[src/rtl/palette_pkg.sv]
// Shared state encoding and sizing helper for the palette bank loader.
package palette_pkg;

   typedef enum logic [1:0] {
      IDLE = 2'd0,
      LOAD = 2'd1,
      PEND = 2'd2
   } pal_state_t;

   function automatic int pal_bytes(input int entries, input int bpe);
      return entries * bpe;
   endfunction

endpackage

[src/rtl/palette_shadow.sv]
// Shadow palette buffer: MSB-first byte placement, saturating byte count, short/overflow status.
// Latency: byte visible in shadow_o the cycle after wr_i; no backpressure, writes past the end only flag overflow.
module palette_shadow
   import palette_pkg::*;
#(
   parameter int ENTRIES = 4,
   parameter int BPE     = 4
) (
   input  logic                       clk_sys,
   input  logic                       reset,
   input  logic                       start_i,
   input  logic                       wr_i,
   input  logic [7:0]                 data_i,
   output logic [ENTRIES*BPE*8-1:0]   shadow_o,
   output logic                       complete_o,
   output logic                       short_o,
   output logic                       overflow_o
);

   localparam int NB = pal_bytes(ENTRIES, BPE);
   localparam int CW = $clog2(NB + 1);

   logic [CW-1:0]   count_q, count_d;
   logic [NB*8-1:0] shadow_q, shadow_d;
   logic            ovf_q, ovf_d;

   always_comb begin
      count_d  = count_q;
      shadow_d = shadow_q;
      ovf_d    = ovf_q;
      if (start_i) begin
         count_d = '0;
         ovf_d   = 1'b0;
      end else if (wr_i) begin
         if (count_q < CW'(NB)) begin
            // byte 0 lands in the most significant byte lane
            for (int i = 0; i < NB; i++) begin
               if (count_q == CW'(i)) begin
                  shadow_d[(NB-1-i)*8 +: 8] = data_i;
               end
            end
            count_d = count_q + CW'(1);
         end else begin
            ovf_d = 1'b1;
         end
      end
   end

   always_ff @(posedge clk_sys or posedge reset) begin
      if (reset) begin
         count_q  <= '0;
         shadow_q <= '0;
         ovf_q    <= 1'b0;
      end else begin
         count_q  <= count_d;
         shadow_q <= shadow_d;
         ovf_q    <= ovf_d;
      end
   end

   assign shadow_o   = shadow_q;
   assign complete_o = (count_q == CW'(NB)) && !ovf_q;
   assign short_o    = (count_q < CW'(NB));
   assign overflow_o = ovf_q;

endmodule

[src/rtl/palette_bank_loader.sv]
// Loads palettes from the ioctl stream into a shadow and commits them to one of BANKS banks on vblank rise.
// Latency: rd_rgb is registered (1 cycle); no backpressure, the ioctl stream is never stalled.
module palette_bank_loader
   import palette_pkg::*;
#(
   parameter int                          ENTRIES = 4,
   parameter int                          BPE     = 4,
   parameter int                          BANKS   = 2,
   parameter logic [7:0]                  IDX     = 8'd3,
   parameter logic [ENTRIES*BPE*8-1:0]    DEF_PAL = 128'h00000032cd320000ff00ffff00000000,
   parameter int                          BW      = (BANKS > 1) ? $clog2(BANKS) : 1,
   parameter int                          IW      = (ENTRIES > 1) ? $clog2(ENTRIES) : 1
) (
   input  logic            clk_sys,
   input  logic            reset,
   input  logic            ioctl_download,
   input  logic [7:0]      ioctl_index,
   input  logic            ioctl_wr,
   input  logic [7:0]      ioctl_data,
   input  logic [BW-1:0]   load_bank,
   input  logic            vblank,
   input  logic [BW-1:0]   rd_bank,
   input  logic [IW-1:0]   rd_index,
   output logic [23:0]     rd_rgb,
   output logic            busy,
   output logic            pending,
   output logic            err_short,
   output logic            err_long,
   output logic            commit_pulse
);

   localparam int NB = pal_bytes(ENTRIES, BPE);
   localparam int PW = NB * 8;
   localparam int EW = BPE * 8;

   pal_state_t    state_q, state_d;
   logic          sel, sel_q, sel_rise, sel_fall;
   logic          vblank_q, vb_rise;
   logic [BW-1:0] tgt_q, tgt_d;
   logic          err_short_q, err_short_d;
   logic          err_long_q, err_long_d;
   logic          commit, commit_q;
   logic [23:0]   rd_rgb_q, rd_rgb_d;
   logic [PW-1:0] bank_q [BANKS];
   logic [PW-1:0] shadow;
   logic          sh_wr, sh_complete, sh_short, sh_ovf;

   assign sel      = ioctl_download && (ioctl_index == IDX);
   assign sel_rise = sel && !sel_q;
   assign sel_fall = !sel && sel_q;
   assign vb_rise  = vblank && !vblank_q;
   assign sh_wr    = (state_q == LOAD) && sel && ioctl_wr;

   palette_shadow #(
      .ENTRIES (ENTRIES),
      .BPE     (BPE)
   ) u_shadow (
      .clk_sys    (clk_sys),
      .reset      (reset),
      .start_i    (sel_rise),
      .wr_i       (sh_wr),
      .data_i     (ioctl_data),
      .shadow_o   (shadow),
      .complete_o (sh_complete),
      .short_o    (sh_short),
      .overflow_o (sh_ovf)
   );

   // A new download always wins over a pending commit, even on the same cycle.
   always_comb begin
      state_d     = state_q;
      tgt_d       = tgt_q;
      err_short_d = err_short_q;
      err_long_d  = err_long_q;
      commit      = 1'b0;
      if (sel_rise) begin
         state_d     = LOAD;
         tgt_d       = load_bank;
         err_short_d = 1'b0;
         err_long_d  = 1'b0;
      end else begin
         unique case (state_q)
            LOAD: begin
               if (sel_fall) begin
                  state_d     = sh_complete ? PEND : IDLE;
                  err_short_d = sh_short;
                  err_long_d  = sh_ovf;
               end
            end
            PEND: begin
               if (vb_rise) begin
                  state_d = IDLE;
                  commit  = 1'b1;
               end
            end
            default: ;
         endcase
      end
   end

   always_ff @(posedge clk_sys or posedge reset) begin
      if (reset) begin
         state_q     <= IDLE;
         sel_q       <= 1'b0;
         vblank_q    <= 1'b0;
         tgt_q       <= '0;
         err_short_q <= 1'b0;
         err_long_q  <= 1'b0;
         commit_q    <= 1'b0;
      end else begin
         state_q     <= state_d;
         sel_q       <= sel;
         vblank_q    <= vblank;
         tgt_q       <= tgt_d;
         err_short_q <= err_short_d;
         err_long_q  <= err_long_d;
         commit_q    <= commit;
      end
   end

   always_ff @(posedge clk_sys or posedge reset) begin
      if (reset) begin
         for (int b = 0; b < BANKS; b++) begin
            bank_q[b] <= DEF_PAL;
         end
      end else if (commit) begin
         for (int b = 0; b < BANKS; b++) begin
            if (tgt_q == BW'(b)) begin
               bank_q[b] <= shadow;
            end
         end
      end
   end

   // Out-of-range banks match nothing and read back as zero.
   always_comb begin
      rd_rgb_d = '0;
      for (int b = 0; b < BANKS; b++) begin
         for (int e = 0; e < ENTRIES; e++) begin
            if (rd_bank == BW'(b) && rd_index == IW'(e)) begin
               rd_rgb_d = bank_q[b][(ENTRIES-1-e)*EW +: 24];
            end
         end
      end
   end

   always_ff @(posedge clk_sys or posedge reset) begin
      if (reset) begin
         rd_rgb_q <= '0;
      end else begin
         rd_rgb_q <= rd_rgb_d;
      end
   end

   assign rd_rgb       = rd_rgb_q;
   assign busy         = (state_q == LOAD);
   assign pending      = (state_q == PEND);
   assign err_short    = err_short_q;
   assign err_long     = err_long_q;
   assign commit_pulse = commit_q;

endmodule

[config.mk]
export PLATFORM = sky130hd
export DESIGN_NAME = palette_bank_loader
export DESIGN_NICKNAME = d
export VERILOG_FILES = /design/src/rtl/palette_pkg.sv /design/src/rtl/palette_shadow.sv /design/src/rtl/palette_bank_loader.sv
export SDC_FILE = /design/constraint.sdc
export NUM_CORES = 1
export LEC_CHECK = 0
export ABC_AREA = 0
export CAP_MARGIN = 5
export CORE_ASPECT_RATIO = 0.75
export CORE_MARGIN = 4
export CORE_UTILIZATION = 60
export CTS_CLUSTER_SIZE = 16
export DETAILED_ROUTE_END_ITERATION = 12
export PLACE_DENSITY = 0.77
export SKIP_LAST_GASP = 1
export SYNTH_ARGS = -nofsm -noshare
export SYNTH_HDL_FRONTEND = slang
export SYNTH_SLANG_ARGS = --single-unit
export TNS_END_PERCENT = 30
[constraint.sdc]
create_clock -name clk_sys -period 25.2 [get_ports clk_sys]
set_input_delay 6.3 -clock clk_sys [delete_from_list [all_inputs] [get_ports clk_sys]]
set_output_delay 6.3 -clock clk_sys [all_outputs]
set_load 0.02 [all_outputs]
==> results of run 1 <==
==> sequential cells by signal, summed over array words and instances (netlist names) <==
name / count
state_q: 2
u_shadow.overflow_o: 1
u_shadow.count_q: 5
commit_pulse: 1
rd_rgb: 24
tgt_q: 1
u_shadow.shadow_o: 96
vblank_q: 1
err_short: 1
err_long: 1
bank_q: 192
sel_q: 1
==> layer usage <==
metal  vias up  wire [um]  part of all wire  track usage
met1      4253      14280              0.48       0.3592
met3        45       1191             0.040      0.03418
li1       3551          -                 -            -
met2       182      13580              0.46       0.3735
met4         0        584             0.020      0.04976
met5         -          0                 0            0
==> cell families (layout without fill, tap and decap cells) <==
group | count (synthesis) | after routing | share of synthesized area
buffers and inverters | 77 | 143 | 0.02404
DFF | 326 | 326 | 0.5954
and+or+nand+nor | 134 | 134 | 0.05070
muxes | 328 | 328 | 0.2770
adders and majority gates | 9 | 9 | 0.008163
xor gates and xnor gates | 1 | 1 | 0.0006350
AOI/OAI and AO/OA | 89 | 89 | 0.04408
==> power by group <==
group | total [mW] | internal, mW | switching [mW] | leakage (nW)
registers | 0.527 | 0.526 | 0.00118 | 4.36
clock network | 0.482 | 0.285 | 0.197 | 0.526
logic | 0.0505 | 0.0158 | 0.0347 | 2.68
total | 1.06 | 0.827 | 0.233 | 7.57
==> cells in the final DEF, fill, tap and decap left out, types with 6 or more instances in the layout <==
master,instances
buf_4,14
clkbuf_16,30
mux2i_1,24
a221oi_1,12
nand3b_1,6
dfrtp_1,282
mux4_2,14
mux2_2,290
o2bb2ai_1,12
ha_1,9
nand2_1,44
clkdlybuf4s50_1,51
nor2_2,9
clkbuf_8,8
o21ai_0,36
dfstp_2,44
nor2_1,38
inv_1,19
nor2b_1,6
a22oi_1,7
==> worst paths after layout <==
check / from / end / cells past startpoint
worst max-delay path: ioctl_index[2] / bank_q[118]$_DFFE_PP0P_ / 9
worst min-delay path: bank_q[9]$_DFFE_PP0P_ / rd_rgb[9]$_DFF_PP0_ / 2
worst max register to register: sel_q$_DFF_PP0_ / bank_q[138]$_DFFE_PP0P_ / 7
worst min register to register: bank_q[9]$_DFFE_PP0P_ / rd_rgb[9]$_DFF_PP0_ / 2
max in group asynchronous: reset / vblank_q$_DFF_PP0_ / 4
min in group asynchronous: reset / rd_rgb[20]$_DFF_PP0_ / 2
==> through the flow <==
stage	utilization	instance area [um^2]
floorplan	-	13790
global placement	0.6513	14550
detailed placement	0.6513	14550
CTS	0.6995	15630
global route	0.6995	15630
finish	0.6995	15630
==> area by class of cell <==
type / count / area [um^2] / share of cell area
multi-input combinational: 561 / 5265 / 0.3368
clock buffer: 42 / 875.8 / 0.05603
sequential: 326 / 8213 / 0.5254
tap: 294 / 367.9 / 0.02353
timing repair buffer: 67 / 625.6 / 0.04002
clock inverter: 14 / 201.4 / 0.01289
inverter: 20 / 82.58 / 0.005283
==> critical path: cells and delay by family <==
family | cells | cell delay, ns
adders and majority gates | 1 | 0.55
muxes | 1 | 0.42
buffers and inverters | 3 | 1.33
and+or+nand+nor | 4 | 1.33
==> results.json, run 1 <==
{
  "cts-resized-gates": 0,
  "tightest_slew_ns": 0.9641,
  "holdWs_ns": 0.4917,
  "rows": 47,
  "synth_seq_area_share": 0.5954,
  "max-slew-margin-rel": 0.3566,
  "synth_top_cells_by_count": "mux2_2 (290), dfrtp_1 (282), nand2_1 (45), dfstp_2 (44), nor2_1 (38)",
  "postCtsSetupBuffers": 0,
  "start_kind": "input port",
  "drive_gt1_frac": 0.4204,
  "viasPerCell": 6.066,
  "finalHoldViolations": 0,
  "drv_cap": 0,
  "slowest_delay_ns": 0.72,
  "fmax_ghz": 0.1044,
  "crit_arrival_ns": 10.02,
  "ctsHoldBuffers": 0,
  "grt_start_max_net_pins": 125,
  "synth_warnings": 0,
  "fillers": 1569,
  "globalplace.congestion": 0.7674,
  "synth.most_common_cell": "mux2_2",
  "clock_path_buffers": 3,
  "die_area_um2": 25510,
  "cellLeakagePower_nw": 7.566,
  "core_um2": 22350,
  "grt_antenna_before_repair": 0,
  "h-tree-depth": 1,
  "synth_fp_nets": 998,
  "routed_wl_um": 29640,
  "async_flop_share": 1.000,
  "power_density_nw_per_um2": 67.79,
  "die_y_um": 139.3,
  "cts_sinks": 326,
  "ioPinCount": 54,
  "cts_tree": "built",
  "grt_pass1_vias": 8519,
  "syn_area_per_cell_um2": 14.31,
  "cp_cell_sequence": "clkdlybuf4s50_1, nor4_4, nand3_4, inv_1, ha_1, nor3b_2, nand2_4, buf_4, mux2_2",
  "ys_seq_elements": 326,
  "synthFlopType": "dfrtp_1",
  "fin_setup_tns_ns": 0,
  "power_mw": 1.060,
  "drc": 0,
  "grt_setup_unrepaired": "false",
  "die_w_um": 183.1,
  "regToRegSetupSlack_ns": 22.01,
  "antenna_cells": 0,
  "cp.required_ns": 25.63,
  "port_buffers": 53,
  "overflow": 0,
  "cts_made_buffers": 30,
  "critPathSlowestCell": "buf_4",
  "clkSlewWorstSetupHoldPaths_ns": 0.07,
  "grtUsageTotal": 0.2375,
  "status": "complete, no violations",
  "final_antenna_net_count": 0,
  "first_pass_iters": 5,
  "end_kind": "flip-flop",
  "hold_class": "flip-flop to flip-flop",
  "vias": 8031,
  "period_share": 0.3803,
  "grt_pass1_wl_um": 48040,
  "routedWlPerCell_um": 22.38,
  "cts_root_buffer": "clkbuf_16",
  "synth_edf_count": 0,
  "period_needed_ns": 9.582,
  "clock_latency_ns": 0.55,
  "place_inst": 1268,
  "initial_core_util": 0.6173,
  "hpwl_um": 17270,
  "critPathMaxFanout": 52,
  "clock_skew_ns": 0.01272,
  "synth_area_leader_cell": "dfrtp_1",
  "drv_slew": 0,
  "drt_iter0_drc": 504,
  "area_growth_pct": 13.31,
  "synthTopCellsByArea": "dfrtp_1 (51%), mux2_2 (24%), dfstp_2 (8.4%)",
  "pre_cts_ws_ns": 15.07,
  "yosysTopAreaCellShare": 0.5116,
  "final_nets": 1040,
  "synth_area_um2": 13790,
  "synthCells": 964,
  "peakVddDrop_mv": 0.05320,
  "setup_viol": 0,
  "fin_ws_ns": 15.62,
  "instances_no_fill": 1324,
  "ys_types": 43,
  "critPathKind": "input port to flip-flop"
}
Note: power is estimated with default switching activity, not from simulation.
==> run 2, diff against run 1 <==
==> constraint.sdc (replaced) <==
create_clock -name clk_sys -period 10 [get_ports clk_sys]
set_input_delay 2.5 -clock clk_sys [delete_from_list [all_inputs] [get_ports clk_sys]]
set_output_delay 2.5 -clock clk_sys [all_outputs]
set_load 0.02 [all_outputs]
==> run 2 against run 1 <==
Effect of this change: worst setup slack got worse by 12 ns; sequential power increased to 2.5 times the previous value; die area unchanged; via count decreased by 0.17%; non-clock buffer count decreased by 1; clock skew decreased by 0.0034 ns; register-to-register slack got worse by 15 ns; first-iteration DRC count increased by 8.5%; utilization decreased by 0.084 points; largest power group unchanged.
==> results.json, run 2 (synthesized netlist as in run 1, its figures left out) <==
{
  "ctsHoldBuffers": 0,
  "min_path_cells": 2,
  "cellLeakagePower_nw": 7.556,
  "die_area_um2": 25510,
  "grt_pass1_vias": 8298,
  "postLayoutCoreUtil": 0.6987,
  "drt_iter0_drc": 547,
  "initial_core_util": 0.6173,
  "ioPinCount": 54,
  "clock_skew_ns": 0.009271,
  "area_growth_pct": 13.18,
  "grt_setup_unrepaired": "false",
  "reg2reg_to": "bank_q[177]$_DFFE_PP0P_",
  "setup_viol": 0,
  "end_kind": "flip-flop",
  "hpwl_um": 17370,
  "power_mw": 2.660,
  "slowest_delay_ns": 0.91,
  "cts_tree": "built",
  "h-tree-depth": 1,
  "peakVddDrop_mv": 0.1073,
  "status": "complete, no violations",
  "final_antenna_net_count": 0,
  "die_y_um": 139.3,
  "hold_end": "rd_rgb[5]$_DFF_PP0_",
  "cp.required_ns": 10.43,
  "tightest_slew_ns": 1.028,
  "routed_wl_um": 29240,
  "regMostFlops": "bank_q",
  "period_needed_ns": 5.916,
  "grt_antenna_before_repair": 0,
  "cp_cell_sequence": "clkdlybuf4s50_1, and3b_1, nand3_4, inv_1, ha_1, nor3b_2, nor2b_4, buf_4, mux2_2",
  "multi_input_area_um2": 5265,
  "finalHoldViolations": 0,
  "reg2regPathDepth": 6,
  "cts_sinks": 326,
  "final_cell_mix": "mux2_2 (290), dfrtp_1 (282), clkdlybuf4s50_1 (51), nand2_1 (44), dfstp_2 (44)",
  "crit_arrival_ns": 6.34,
  "fillers": 1508,
  "overflow": 0,
  "fin_setup_tns_ns": 0,
  "max-slew-margin-rel": 0.3150,
  "period_share": 0.5916,
  "die_w_um": 183.1,
  "regToRegStartpoint": "sel_q$_DFF_PP0_",
  "drive_gt1_frac": 0.4194,
  "critPathSlowestCell": "buf_4",
  "antenna_cells": 0,
  "largest_reg_flops": 192,
  "clock_latency_ns": 0.54,
  "cts_root_buffer": "clkbuf_16",
  "viasPerCell": 6.055,
  "core_um2": 22350,
  "start_kind": "input port",
  "cts_made_buffers": 31,
  "globalplace.congestion": 0.7875,
  "drc": 0,
  "critPathMaxFanout": 73,
  "regToRegSetupSlack_ns": 6.63,
  "drv_cap": 0,
  "grtUsageTotal": 0.2329,
  "hold_path.startpoint": "bank_q[5]$_DFFE_PP0P_",
  "area.sequential_um2": 8213,
  "port_buffers": 53,
  "first_pass_iters": 5,
  "vias": 8017,
  "grt_start_max_net_pins": 177,
  "rows": 47,
  "mostFrequentLayoutCell": "mux2_2",
  "grt_pass1_wl_um": 47170,
  "fmax_ghz": 0.1690,
  "clkSlewWorstSetupHoldPaths_ns": 0.06,
  "postCtsSetupBuffers": 0,
  "cts-resized-gates": 0,
  "final_nets": 1040,
  "critPathKind": "input port to flip-flop",
  "routedWlPerCell_um": 22.08,
  "power_density_nw_per_um2": 170.4,
  "drv_slew": 0,
  "clock_path_buffers": 3,
  "hold_class": "flip-flop to flip-flop"
}
==> run 2: cell count changes in the layout (fill, tap and decap cells not counted) <==
cell        previous run  this run
clkbuf_8               8         6
clkinvlp_4             2         3
clkinv_8               2         0
clkbuf_1               4         5
inv_8                  1         0
buf_12                 0         1
clkbuf_16             30        31
clkinv_2               5         9
clkinv_4               1         0
buf_4                 14        12
==> run 2: how the worst max path moves through the flow <==
stage	from	end	slack, ns
3_3_place_gp	ioctl_index[3]	bank_q[182]$_DFFE_PP0P_	3.63
6_report	ioctl_index[3]	bank_q[177]$_DFFE_PP0P_	4.08
3_5_place_dp	ioctl_index[3]	bank_q[145]$_DFFE_PP0P_	3.55
4_1_cts	ioctl_index[3]	bank_q[136]$_DFFE_PP0P_	4.12
2_1_floorplan	reset	bank_q[0]$_DFFE_PP0P_	3.19
5_1_grt	ioctl_index[3]	bank_q[136]$_DFFE_PP0P_	3.90
==> run 2: area by class of cell <==
type,count,area share
clock buffers,42,0.05618
clock inverters,15,0.01154
inverters,20,0.005049
multi-input cells,561,0.3372
flip-flops and latches,326,0.5260
well taps,294,0.02356
repair buffers,66,0.04039
==> run 2: per-stage QoR <==
step / area (um^2) / std cells / hold WS (ns) / setup WS [ns]
floorplan: 13800 / 964 / 0.4444 / 3.185
global placement: 14560 / 1267 / 0.4658 / 3.632
detailed placement: 14560 / 1267 / 0.4681 / 3.553
CTS: 15610 / 1324 / 0.4893 / 4.120
global route: 15610 / 1324 / 0.4956 / 3.903
finish: 15610 / 1324 / 0.4823 / 4.084
==> run 2: metal layers <==
| metal | wire, um | global-route usage | vias up |
|---|---|---|---|
| met5 | 0 | 0 | - |
| met4 | 388 | 0.03840 | 0 |
| met3 | 1333 | 0.03235 | 30 |
| met2 | 13660 | 0.3636 | 162 |
| met1 | 13860 | 0.3600 | 4273 |
| li1 | - | - | 3552 |
==> run 2: power by group <==
group | total [mW] | internal [mW] | switching (mW)
Clock | 1.21 | 0.716 | 0.489
Combinational | 0.127 | 0.0402 | 0.0865
Sequential | 1.33 | 1.33 | 0.00295
Total | 2.66 | 2.08 | 0.579
==> run 2: critical path, delay by kind of cell <==
family,cells,cell delay (ns)
adder cells (fa/ha/maj),1,0.43
multiplexers,1,0.43
buffers and inverters,3,1.47
AND/OR/NAND/NOR,4,1.46
==> run 3, diff against run 2 <==
--- a/config.mk
+++ b/config.mk
@@ -9,10 +9,10 @@
 export CAP_MARGIN = 5
 export CORE_ASPECT_RATIO = 0.75
 export CORE_MARGIN = 4
-export CORE_UTILIZATION = 60
+export CORE_UTILIZATION = 55
 export CTS_CLUSTER_SIZE = 16
 export DETAILED_ROUTE_END_ITERATION = 12
-export PLACE_DENSITY = 0.77
+export PLACE_DENSITY = 0.74
 export SKIP_LAST_GASP = 1
 export SYNTH_ARGS = -nofsm -noshare
 export SYNTH_HDL_FRONTEND = slang
==> constraint.sdc (replaced) <==
create_clock -name clk_sys -period 5.4 [get_ports clk_sys]
set_input_delay 1.35 -clock clk_sys [delete_from_list [all_inputs] [get_ports clk_sys]]
set_output_delay 1.35 -clock clk_sys [all_outputs]
set_load 0.02 [all_outputs]
==> run 3 against run 2 <==
Effect of this change: sequential power up 85%; via count down 0.70%; critical path depth unchanged; register-to-register slack worse by 3.9 ns; first-iteration DRC count down 14%; clock-buffer cell count up 8; critical path type unchanged; utilization down 5.3 points.
==> results.json, run 3 (synthesized netlist as in run 1, its figures left out) <==
{
  "final_cell_mix": "mux2_2 (290), dfrtp_1 (282), clkdlybuf4s50_1 (51), nand2_1 (44), dfstp_2 (44)",
  "final_nets": 1047,
  "slowest_delay_ns": 0.60,
  "clock_skew_ns": 0.02079,
  "die_y_um": 145.2,
  "power_mw": 4.876,
  "setup_viol": 0,
  "first_pass_iters": 5,
  "crit_arrival_ns": 4.65,
  "regToRegSetupSlack_ns": 2.76,
  "rows": 49,
  "cts_root_buffer": "clkbuf_16",
  "critPathKind": "input port to flip-flop",
  "core_um2": 24340,
  "drv_slew": 0,
  "grtUsageTotal": 0.2190,
  "postCtsSetupBuffers": 0,
  "clkSlewWorstSetupHoldPaths_ns": 0.06,
  "antenna_cells": 0,
  "ctsHoldBuffers": 0,
  "final_antenna_net_count": 0,
  "regToRegStartpoint": "sel_q$_DFF_PP0_",
  "regMostFlops": "bank_q",
  "fmax_ghz": 0.2370,
  "critPathBufInv": 3,
  "routedWlPerCell_um": 21.51,
  "period_share": 0.7814,
  "viasPerCell": 5.815,
  "grt_pass1_wl_um": 48270,
  "cts-resized-gates": 0,
  "hold_class": "flip-flop to flip-flop",
  "path_depth": 9,
  "final_area_um2": 15720,
  "max-slew-margin-rel": 0.3452,
  "clock_latency_ns": 0.56,
  "h-tree-depth": 1,
  "worst_path_dominant_cell_family": "simple AND/OR/NAND/NOR gates",
  "die_w_um": 190.9,
  "end_kind": "flip-flop",
  "mostFrequentLayoutCell": "mux2_2",
  "globalplace.congestion": 0.7597,
  "finalHoldViolations": 0,
  "cts_tree": "built",
  "crit_start": "ioctl_index[2]",
  "hpwl_um": 18370,
  "grt_pass1_vias": 8305,
  "grt_antenna_before_repair": 0,
  "drv_cap": 0,
  "critPathMaxFanout": 30,
  "port_buffers": 53,
  "drt_iter0_drc": 473,
  "cp-endpoint": "bank_q[13]$_DFFE_PP0P_",
  "largest_reg_flops": 192,
  "reg2reg_to": "bank_q[195]$_DFFE_PP0P_",
  "ioPinCount": 54,
  "vias": 7961,
  "critPathSlowestCell": "ha_1",
  "clock_path_buffers": 3,
  "grt_setup_unrepaired": "false",
  "start_kind": "input port",
  "cts_made_buffers": 31,
  "area_growth_pct": 13.93,
  "overflow": 0,
  "drive_gt1_frac": 0.4181,
  "placed_area_um2": 14690,
  "cellLeakagePower_nw": 7.584,
  "cp.required_ns": 5.83,
  "tightest_slew_ns": 0.9822,
  "fillers": 1819,
  "cts_sinks": 326,
  "reg2regPathDepth": 6,
  "status": "complete, no violations",
  "power_density_nw_per_um2": 310.3,
  "cp_cell_sequence": "clkdlybuf4s50_1, nor4_4, nand3_4, inv_1, ha_1, nor3b_2, nand2_4, buf_4, mux2_2",
  "period_needed_ns": 4.220,
  "drc": 0,
  "grt_start_max_net_pins": 183,
  "routed_wl_um": 29440,
  "initial_core_util": 0.5668,
  "peakVddDrop_mv": 0.2608,
  "die_area_um2": 27700
}
[run 3: cell types whose count changed in the layout (fill, tap and decap cells not counted)]
cell / change
clkbuf_1: +6
clkinv_2: -5
buf_4: +4
buf_12: +3
bufinv_16: -2
clkbuf_8: +2
clkinvlp_4: -2
inv_6: +2
[run 3: worst min-delay path by stage]
| stage | from | end | slack, ns | cells past startpoint |
|---|---|---|---|---|
| 2_1_floorplan | bank_q[0]$_DFFE_PP0P_ | rd_rgb[0]$_DFF_PP0_ | 0.44 | 2 |
| 3_3_place_gp | bank_q[3]$_DFFE_PP0P_ | rd_rgb[3]$_DFF_PP0_ | 0.46 | 2 |
| 3_5_place_dp | bank_q[3]$_DFFE_PP0P_ | rd_rgb[3]$_DFF_PP0_ | 0.47 | 2 |
| 4_1_cts | bank_q[3]$_DFFE_PP0P_ | rd_rgb[3]$_DFF_PP0_ | 0.48 | 2 |
| 5_1_grt | bank_q[52]$_DFFE_PP0P_ | bank_q[52]$_DFFE_PP0P_ | 0.52 | 1 |
| 6_report | bank_q[3]$_DFFE_PP0P_ | rd_rgb[3]$_DFF_PP0_ | 0.48 | 2 |
[run 3: layout make-up]
cell class                      instances  area, um^2  share of cell area
Sequential cell                       326        8213              0.5226
Multi-Input combinational cell        561        5265              0.3350
Clock buffer                           50       927.1             0.05899
Timing Repair Buffer                   73       720.7             0.04586
Tap cell                              331       414.1             0.02635
Clock inverter                          8       97.59            0.006210
Inverter                               20       78.83            0.005016
[run 3: where the power goes]
| part | leakage (nW) | switching (mW) | internal (mW) |
|---|---|---|---|
| clock network | 0.505 | 0.907 | 1.27 |
| registers | 4.36 | 0.00546 | 2.46 |
| logic | 2.72 | 0.164 | 0.0778 |
[run 3: worst reg2reg max path: stages (launching register included)]
cell and delay, ns:
dfrtp_1 0.37, inv_1 0.05, ha_1 0.40, nor3b_2 0.39, nor2b_4 0.59, buf_12 0.33, mux2_2 0.40
[run 3: routing by layer]
layer | track usage | share of wire
met5 | 0 | 0
met4 | 0.03482 | 0.014
met3 | 0.03266 | 0.041
met2 | 0.3352 | 0.46
met1 | 0.3424 | 0.49
[run 3: stage by stage]
| stage | utilization | cells | setup slack (ns) | setup TNS (ns) | hold slack, ns |
|---|---|---|---|---|---|
| CTS | 0.6457 | 1369 | 1.229 | 0 | 0.4829 |
| finish | 0.6457 | 1369 | 1.180 | 0 | 0.4773 |
| global route | 0.6457 | 1369 | 1.011 | 0 | 0.5150 |
| global placement | 0.6036 | 1311 | 0.8000 | 0 | 0.4633 |
| detailed placement | 0.6036 | 1311 | 0.6745 | 0 | 0.4671 |
| floorplan | - | 964 | -0.2648 | -74.67 | 0.4444 |
